File: src/rtl/keccak_rx_pkg.sv
`default_nettype none
// ============================================================================
// Module      : keccak_rx_pkg
// Description : Shared state encoding and ASCII verdict constants for the
//               streaming Keccak receive verifier.
// Revision    : 1.0 - initial release
// ============================================================================
package keccak_rx_pkg;

    // Frame-processing states of the verifier
    typedef enum logic [2:0] {
        ST_IDLE   = 3'd0,
        ST_LOAD   = 3'd1,
        ST_MSG    = 3'd2,
        ST_WAIT   = 3'd3,
        ST_REPORT = 3'd4
    } state_t;

    // Ten-character ASCII verdicts, first character in the top byte
    localparam logic [79:0] MSG_CORRECT = 80'h4d5347434f5252454354; // "MSGCORRECT"
    localparam logic [79:0] MSG_WRONG   = 80'h4d20534757524f4e4720; // "M SGWRONG "
    localparam logic [79:0] MSG_TIMEOUT = 80'h4d534754494d454f5554; // "MSGTIMEOUT"

endpackage
`default_nettype wire

File: src/rtl/rx_digest_buf.sv
`default_nettype none
// ============================================================================
// Module      : rx_digest_buf
// Description : Expected-digest buffer. 64-bit words shift in from the LSB
//               end so the first word received ends up in the top bits.
//               Tracks the number of words loaded and flags a full buffer.
// Revision    : 1.0 - initial release
// ============================================================================
module rx_digest_buf
    import keccak_rx_pkg::*;
#(
    parameter int DIGEST_W = 512
) (
    input  logic                              clk,
    input  logic                              reset,
    input  logic                              clear,
    input  logic                              load,
    input  logic [63:0]                       din,
    output logic [DIGEST_W-1:0]               digest,
    output logic [$clog2(DIGEST_W/64):0]      count,
    output logic                              full
);

    localparam int DW = DIGEST_W / 64;
    localparam int CW = $clog2(DW) + 1;
    localparam logic [CW-1:0] C_DW = CW'(DW);

    logic [DIGEST_W-1:0] r_buf;
    logic [CW-1:0]       r_cnt;
    logic [DIGEST_W-1:0] w_next;

    // A single-word digest has nothing to shift; wider ones shift left by a word
    generate
        if (DW == 1) begin : g_shift_single
            assign w_next = din;
        end else begin : g_shift_multi
            assign w_next = {r_buf[DIGEST_W-65:0], din};
        end
    endgenerate

    // Buffer and word counter: clear wins over load
    always_ff @(posedge clk or posedge reset) begin
        if (reset) begin
            r_buf <= '0;
            r_cnt <= '0;
        end else if (clear) begin
            r_buf <= '0;
            r_cnt <= '0;
        end else if (load) begin
            r_buf <= w_next;
            r_cnt <= r_cnt + 1'b1;
        end
    end

    assign digest = r_buf;
    assign count  = r_cnt;
    assign full   = (r_cnt == C_DW);

endmodule
`default_nettype wire

File: src/rtl/keccak_rx_verifier.sv
`default_nettype none
// ============================================================================
// Module      : keccak_rx_verifier
// Description : Accepts a frame (expected digest words, then message words),
//               streams the message to the Keccak core, and compares the
//               core's digest with the buffered expectation. Reports a
//               match / mismatch / timeout / framing verdict with ASCII text.
// Revision    : 1.0 - initial release
// ============================================================================
module keccak_rx_verifier
    import keccak_rx_pkg::*;
#(
    parameter int DIGEST_W    = 512,
    parameter int TIMEOUT_CYC = 4096
) (
    input  logic                clk,
    input  logic                reset,
    input  logic [63:0]         s_data,
    input  logic                s_valid,
    output logic                s_ready,
    input  logic                s_last,
    input  logic [2:0]          s_bytenum,
    output logic [63:0]         core_in,
    output logic                core_in_ready,
    output logic                core_is_last,
    output logic [2:0]          core_byte_num,
    input  logic                core_buffer_full,
    input  logic [DIGEST_W-1:0] core_out,
    input  logic                core_out_ready,
    output logic                verdict_valid,
    input  logic                verdict_ack,
    output logic                match,
    output logic                timeout_err,
    output logic                frame_err,
    output logic [79:0]         txout,
    output logic                busy
);

    localparam int DW = DIGEST_W / 64;
    localparam int CW = $clog2(DW) + 1;
    localparam int TW = $clog2(TIMEOUT_CYC) + 1;
    localparam logic [CW-1:0] C_LAST_WORD = CW'(DW - 1);
    localparam logic [TW-1:0] C_TO_LAST   = TW'(TIMEOUT_CYC - 1);

    state_t              r_state;
    logic [TW-1:0]       r_tcnt;
    logic                r_match;
    logic                r_timeout;
    logic                r_frame;
    logic [79:0]         r_txout;

    logic                w_accept;
    logic                w_load_phase;
    logic                w_buf_load;
    logic                w_buf_clear;
    logic                w_digest_eq;
    logic [DIGEST_W-1:0] w_digest;
    logic [CW-1:0]       w_cnt;
    logic                w_full;

    assign w_load_phase = (r_state == ST_IDLE) || (r_state == ST_LOAD);

    // Stream ready: open for digest words, throttled by the core during the
    // message, closed otherwise; forced low while reset is asserted
    always_comb begin
        s_ready = 1'b0;
        if (!reset) begin
            if (w_load_phase)
                s_ready = 1'b1;
            else if (r_state == ST_MSG)
                s_ready = !core_buffer_full;
        end
    end

    assign w_accept    = s_valid && s_ready;
    assign w_buf_load  = w_load_phase && w_accept;
    assign w_buf_clear = (r_state == ST_REPORT) && verdict_ack;
    // A digest is only trusted once every expected word has arrived
    assign w_digest_eq = w_full && (core_out == w_digest);

    rx_digest_buf #(
        .DIGEST_W (DIGEST_W)
    ) u_digest_buf (
        .clk    (clk),
        .reset  (reset),
        .clear  (w_buf_clear),
        .load   (w_buf_load),
        .din    (s_data),
        .digest (w_digest),
        .count  (w_cnt),
        .full   (w_full)
    );

    // Message words pass straight through to the core while in MSG
    assign core_in       = s_data;
    assign core_in_ready = (r_state == ST_MSG) && w_accept;
    assign core_is_last  = (r_state == ST_MSG) && s_last;
    assign core_byte_num = core_is_last ? s_bytenum : 3'd0;

    // Frame FSM with timeout counter and registered verdict
    always_ff @(posedge clk or posedge reset) begin
        if (reset) begin
            r_state   <= ST_IDLE;
            r_tcnt    <= '0;
            r_match   <= 1'b0;
            r_timeout <= 1'b0;
            r_frame   <= 1'b0;
            r_txout   <= '0;
        end else begin
            case (r_state)
                ST_IDLE, ST_LOAD: begin
                    if (w_accept) begin
                        if (s_last) begin
                            r_state <= ST_REPORT;
                            r_frame <= 1'b1;
                            r_match <= 1'b0;
                            r_txout <= MSG_WRONG;
                        end else if (w_cnt == C_LAST_WORD) begin
                            r_state <= ST_MSG;
                        end else begin
                            r_state <= ST_LOAD;
                        end
                    end
                end
                ST_MSG: begin
                    if (w_accept && s_last) begin
                        r_state <= ST_WAIT;
                        r_tcnt  <= '0;
                    end
                end
                ST_WAIT: begin
                    // A result on the final count still gets compared
                    if (core_out_ready) begin
                        r_state <= ST_REPORT;
                        r_match <= w_digest_eq;
                        r_txout <= w_digest_eq ? MSG_CORRECT : MSG_WRONG;
                    end else if (r_tcnt == C_TO_LAST) begin
                        r_state   <= ST_REPORT;
                        r_timeout <= 1'b1;
                        r_match   <= 1'b0;
                        r_txout   <= MSG_TIMEOUT;
                    end else begin
                        r_tcnt <= r_tcnt + 1'b1;
                    end
                end
                ST_REPORT: begin
                    // txout deliberately keeps the last verdict text
                    if (verdict_ack) begin
                        r_state   <= ST_IDLE;
                        r_match   <= 1'b0;
                        r_timeout <= 1'b0;
                        r_frame   <= 1'b0;
                    end
                end
                default: r_state <= ST_IDLE;
            endcase
        end
    end

    assign verdict_valid = (r_state == ST_REPORT);
    assign busy          = (r_state != ST_IDLE);
    assign match         = r_match;
    assign timeout_err   = r_timeout;
    assign frame_err     = r_frame;
    assign txout         = r_txout;

endmodule
`default_nettype wire

File: config.mk
export PLATFORM = sky130hd
export DESIGN_NAME = keccak_rx_verifier
export DESIGN_NICKNAME = d
export VERILOG_FILES = /design/src/rtl/keccak_rx_pkg.sv /design/src/rtl/rx_digest_buf.sv /design/src/rtl/keccak_rx_verifier.sv
export SDC_FILE = /design/constraint.sdc
export NUM_CORES = 2
export LEC_CHECK = 0
export ABC_AREA = 1
export ABC_CLOCK_PERIOD_IN_PS = 23800
export BUFFER_PORTS_ARGS = -buffer_cell sky130_fd_sc_hd__buf_4
export CORE_AREA = 2 2 292 294
export DETAILED_ROUTE_END_ITERATION = 16
export DIE_AREA = 0 0 294 296
export GPL_ROUTABILITY_DRIVEN = 0
export HOLD_SLACK_MARGIN = 0.02
export SYNTH_ARGS = -nofsm -noshare
export SYNTH_HDL_FRONTEND = slang
export SYNTH_SLANG_ARGS = --single-unit
File: constraint.sdc
create_clock -name clk -period 23.8 [get_ports clk]
set_input_delay 1.19 -clock clk [delete_from_list [all_inputs] [get_ports clk]]
set_output_delay 1.19 -clock clk [all_outputs]
set_load 0.01 [all_outputs]
==> reports/metrics.csv <==
stage,metric,value,unit
final_layout,most used cells in the layout excluding fill and tap cells,"728 x buf_4, 660 x inv_1, 618 x nand2_1",
final_layout,Layout fillers,8501,
timing,Final setup violation count,0,
global_route,most crowded layer after global routing,met2,
run,maxcap violations,0,
placed_design,count of input and output buffers,711,
clock_tree,clock latency at the later pin of the worst-skew pair,630,ps
critical_path,worst path required time,24260,ps
global_route,wire length of the first global-routing pass,157000,µm
worst_hold_path,class of the tightest hold or removal check,flop to flop,
clock_tree,TritonCTS Buffers,61,
timing,Setup TNS,0,ps
timing,count of endpoints failing hold in the final timing report,0,
global_route,Total Routing Usage GR,0.246,
final_layout,"most common cell after layout, fill and taps aside",buf_4,
clock_tree,number of hold buffers added after cts,0,
route,First DRT Iteration DRCs,1712,
synthesis,sequential-to-total area share from yosys stat,0.459,
timing,headroom to the max-slew limit,0.264,
critical_path,type of the worst setup path,primary input to flop,
synthesis,number of register bits inferred by synthesis,542,
timing,RSZ-0062 raised after global routing,false,
floorplanning,number of core rows,107,
final_layout,final core utilization,0.442,
route,detail-routed via count per cell,4.73,
final_layout,Storage cell area,13600,µm²
critical_path,Critical Path AT,6120,ps
clock_tree,number of levels the H-tree was split into,2,
timing,worst setup skew after layout,15.8,ps
timing,Slew @ Worst Pin,1100,ps
clock_tree,CTS tree,yes,
critical_path,cell breakdown of the critical path,buf_4 > inv_8 > nand3_4 > o21ai_4 > buf_4 > buf_4 > buf_4 > o22ai_1,
critical_path,endpoint class of the critical path,flop,
critical_path,slowest library cell on the worst path,buf_4,
power,power density over the cells,112,nW/µm²
timing,final count of pins violating max slew,0,
synthesis,Syn Inst Count,3597,
timing,part of the cycle the worst path needs,0.238,
floorplanning,die area,87000,µm²
final_layout,layout-stage area growth over the synthesis result,25.9,%
critical_path,critical path's largest stage delay,840,ps
global_route,GRT overflow,0,
critical_path,kind of cell adding the most delay to the critical path,buffers and inverters,
timing,time the worst path needs with I/O delays and setup,5670,ps
clock_tree,clk sinks,542,
floorplanning,starting utilization of the core area,0.351,
route,detailed-route via count,25200,
route,count of unresolved DRC violations after routing,0,
synthesis,most common flop cell mapped by yosys,dfrtp_1,
global_route,grt met1 use,0.314,
synthesis,Avg Synthesized Cell Area,8.22,µm²
global_route,antenna violations before repair,28,
global_route,fraction of met3 tracks used by global routing,0.0503,
floorplanning,ports placed on the boundary,741,
power,leakage power,18.2,nW
synthesis,number of flops mapped to enable cells by yosys,0,
status,result of the run,finished clean,
placed_design,detailed-placement wirelength estimate,86500,µm
clock_tree,clock-pin slew on the worst setup and hold paths,60,ps
power,Total Power,4.16,mW
critical_path,startpoint type of the worst setup path,primary input,
critical_path,worst path buffer plus inverter count,5,
global_route,pin count of the biggest net entering global routing,124,
synthesis,total of warnings raised by yosys,0,
critical_path,top fanout value on the critical path,122,
route,wire length per cell,20.7,µm
global_route,via count of the first global-routing pass,24800,
route,Pre-Repair DR Iteration Count,5,
floorplanning,y dimension of the die,296,µm
floorplanning,Die Width,294,µm
synthesis,mapped cell area,29600,µm²
clock_tree,post-CTS repair timing setup buffer count,0,
floorplanning,area of the core region,84200,µm²
route,antenna-violating nets left,0,
timing,fmax,176,MHz
critical_path,most frequent CP cell,buf_4,
power,maximum vdd drop,0.0525,mV
final_layout,area taken by multi-input logic gates,12100,µm²
final_layout,layout cells sized above 1,0.205,
synthesis,Synth async-reset ratio,1.00,
clock_tree,count of instances resized after the clock tree is built,0,
synthesis,Yosys cell types,40,
route,"wirelength, routed",110000,µm
final_layout,net count reported at finish,4754,
clock_tree,maximum root-to-sink buffer count,3,
global_route,GR Util met2,0.415,
clock_tree,CTS root buffer,clkbuf_16,
routing by layer:
layer / vias up / wire length, µm
met5: - / 196
met4: 30 / 3490
met3: 180 / 7200
met2: 775 / 53100
met1: 12000 / 46400
li1: 12200 / -
cell type report:
| cell class | count | area share |
|---|---|---|
| antenna | 13 | 0.000875 |
| clock buffer | 92 | 0.0504 |
| clock inverter | 24 | 0.00743 |
| inverter | 664 | 0.0673 |
| multi-input combinational | 2167 | 0.325 |
| sequential | 542 | 0.365 |
| tap | 1090 | 0.0367 |
| timing repair buffer | 729 | 0.147 |
flip-flops by register name, indices dropped and copies added (netlist names):
| name | cells |
|---|---|
| r_state | 3 |
| timeout_err | 1 |
| r_tcnt | 13 |
| u_digest_buf.digest | 512 |
| frame_err | 1 |
| txout | 7 |
| match | 1 |
| u_digest_buf.count | 4 |
path summary, 6_finish.rpt:
path                                 start  depth (start not counted)                  endpoint  slack (ps)
worst min register to register   txout[28]                          2                 txout[28]         500
min in group asynchronous            reset                          2  u_digest_buf.digest[170]         780
worst min-delay path             txout[28]                          2                 txout[28]         500
worst max register to register  r_state[2]                          7  u_digest_buf.digest[509]       18640
max in group asynchronous            reset                          4  u_digest_buf.digest[387]       20690
worst max-delay path                 reset                          8  u_digest_buf.digest[509]       18130
metrics by stage:
stage	setup WS (ps)	hold WS (ps)	instance area, µm²	std cells
final	18130	499	37200	5321
after global routing	17780	530	37200	5319
after CTS	18210	503	37200	5308
after detailed placement	17540	487	35000	5192
after global placement	17610	484	35000	5192
after floorplan	7440	477	29700	3625
kinds of logic (layout without fill, tap and decap cells):
| kind of cell | count (synthesis) | after routing | share of synthesized area |
|---|---|---|---|
| xor+xnor | 489 | 489 | 0.145 |
| compound gates | 549 | 549 | 0.114 |
| fa+ha+maj | 3 | 3 | 0.00127 |
| buf+inv | 916 | 1509 | 0.136 |
| other cells | 1 | 42 | 0.000127 |
| simple gates | 1097 | 1097 | 0.145 |
| flops | 542 | 542 | 0.459 |
where the power goes:
| part | internal (mW) | leakage, nW | total, mW | switching, mW |
|---|---|---|---|---|
| Sequential | 1.30 | 7.24 | 1.59 | 0.292 |
| Clock | 0.598 | 1.06 | 1.01 | 0.411 |
| Combinational | 0.605 | 9.86 | 1.56 | 0.957 |
| Total | 2.50 | 18.2 | 4.16 | 1.66 |
worst reg2reg max path, delay by kind of cell, from the launching register on:
family / cells / cell delay [ps]
AOI/OAI and AO/OA: 2 / 890
buffers and inverters: 3 / 2540
DFF: 1 / 440
and+or+nand+nor: 2 / 1120
cells in the mapped netlist (3+ instances only):
cell      number  area share
xor2_1       316       0.094
or2_2          5      0.0011
nor2_2         3     0.00064
clkbuf_1      60      0.0076
buf_4        137       0.035
inv_1        662       0.084
o21ai_1        3     0.00051
a21oi_1       13      0.0022
nand2_1      618       0.078
o22ai_1      449       0.095
o31ai_1        3     0.00076
a21oi_2        4      0.0012
nor3_1         6      0.0010
nor2_1       402       0.051
buf_2         46      0.0078
o21ai_0       69       0.012
dfrtp_1      542        0.46
nand2_2        8      0.0017
xnor2_1      173       0.051
nand3_1       37      0.0063
ha_1           3      0.0013
nand4_1       10      0.0021
buf_1          8      0.0010
No activity file was read; power rests on OpenSTA's default activity.
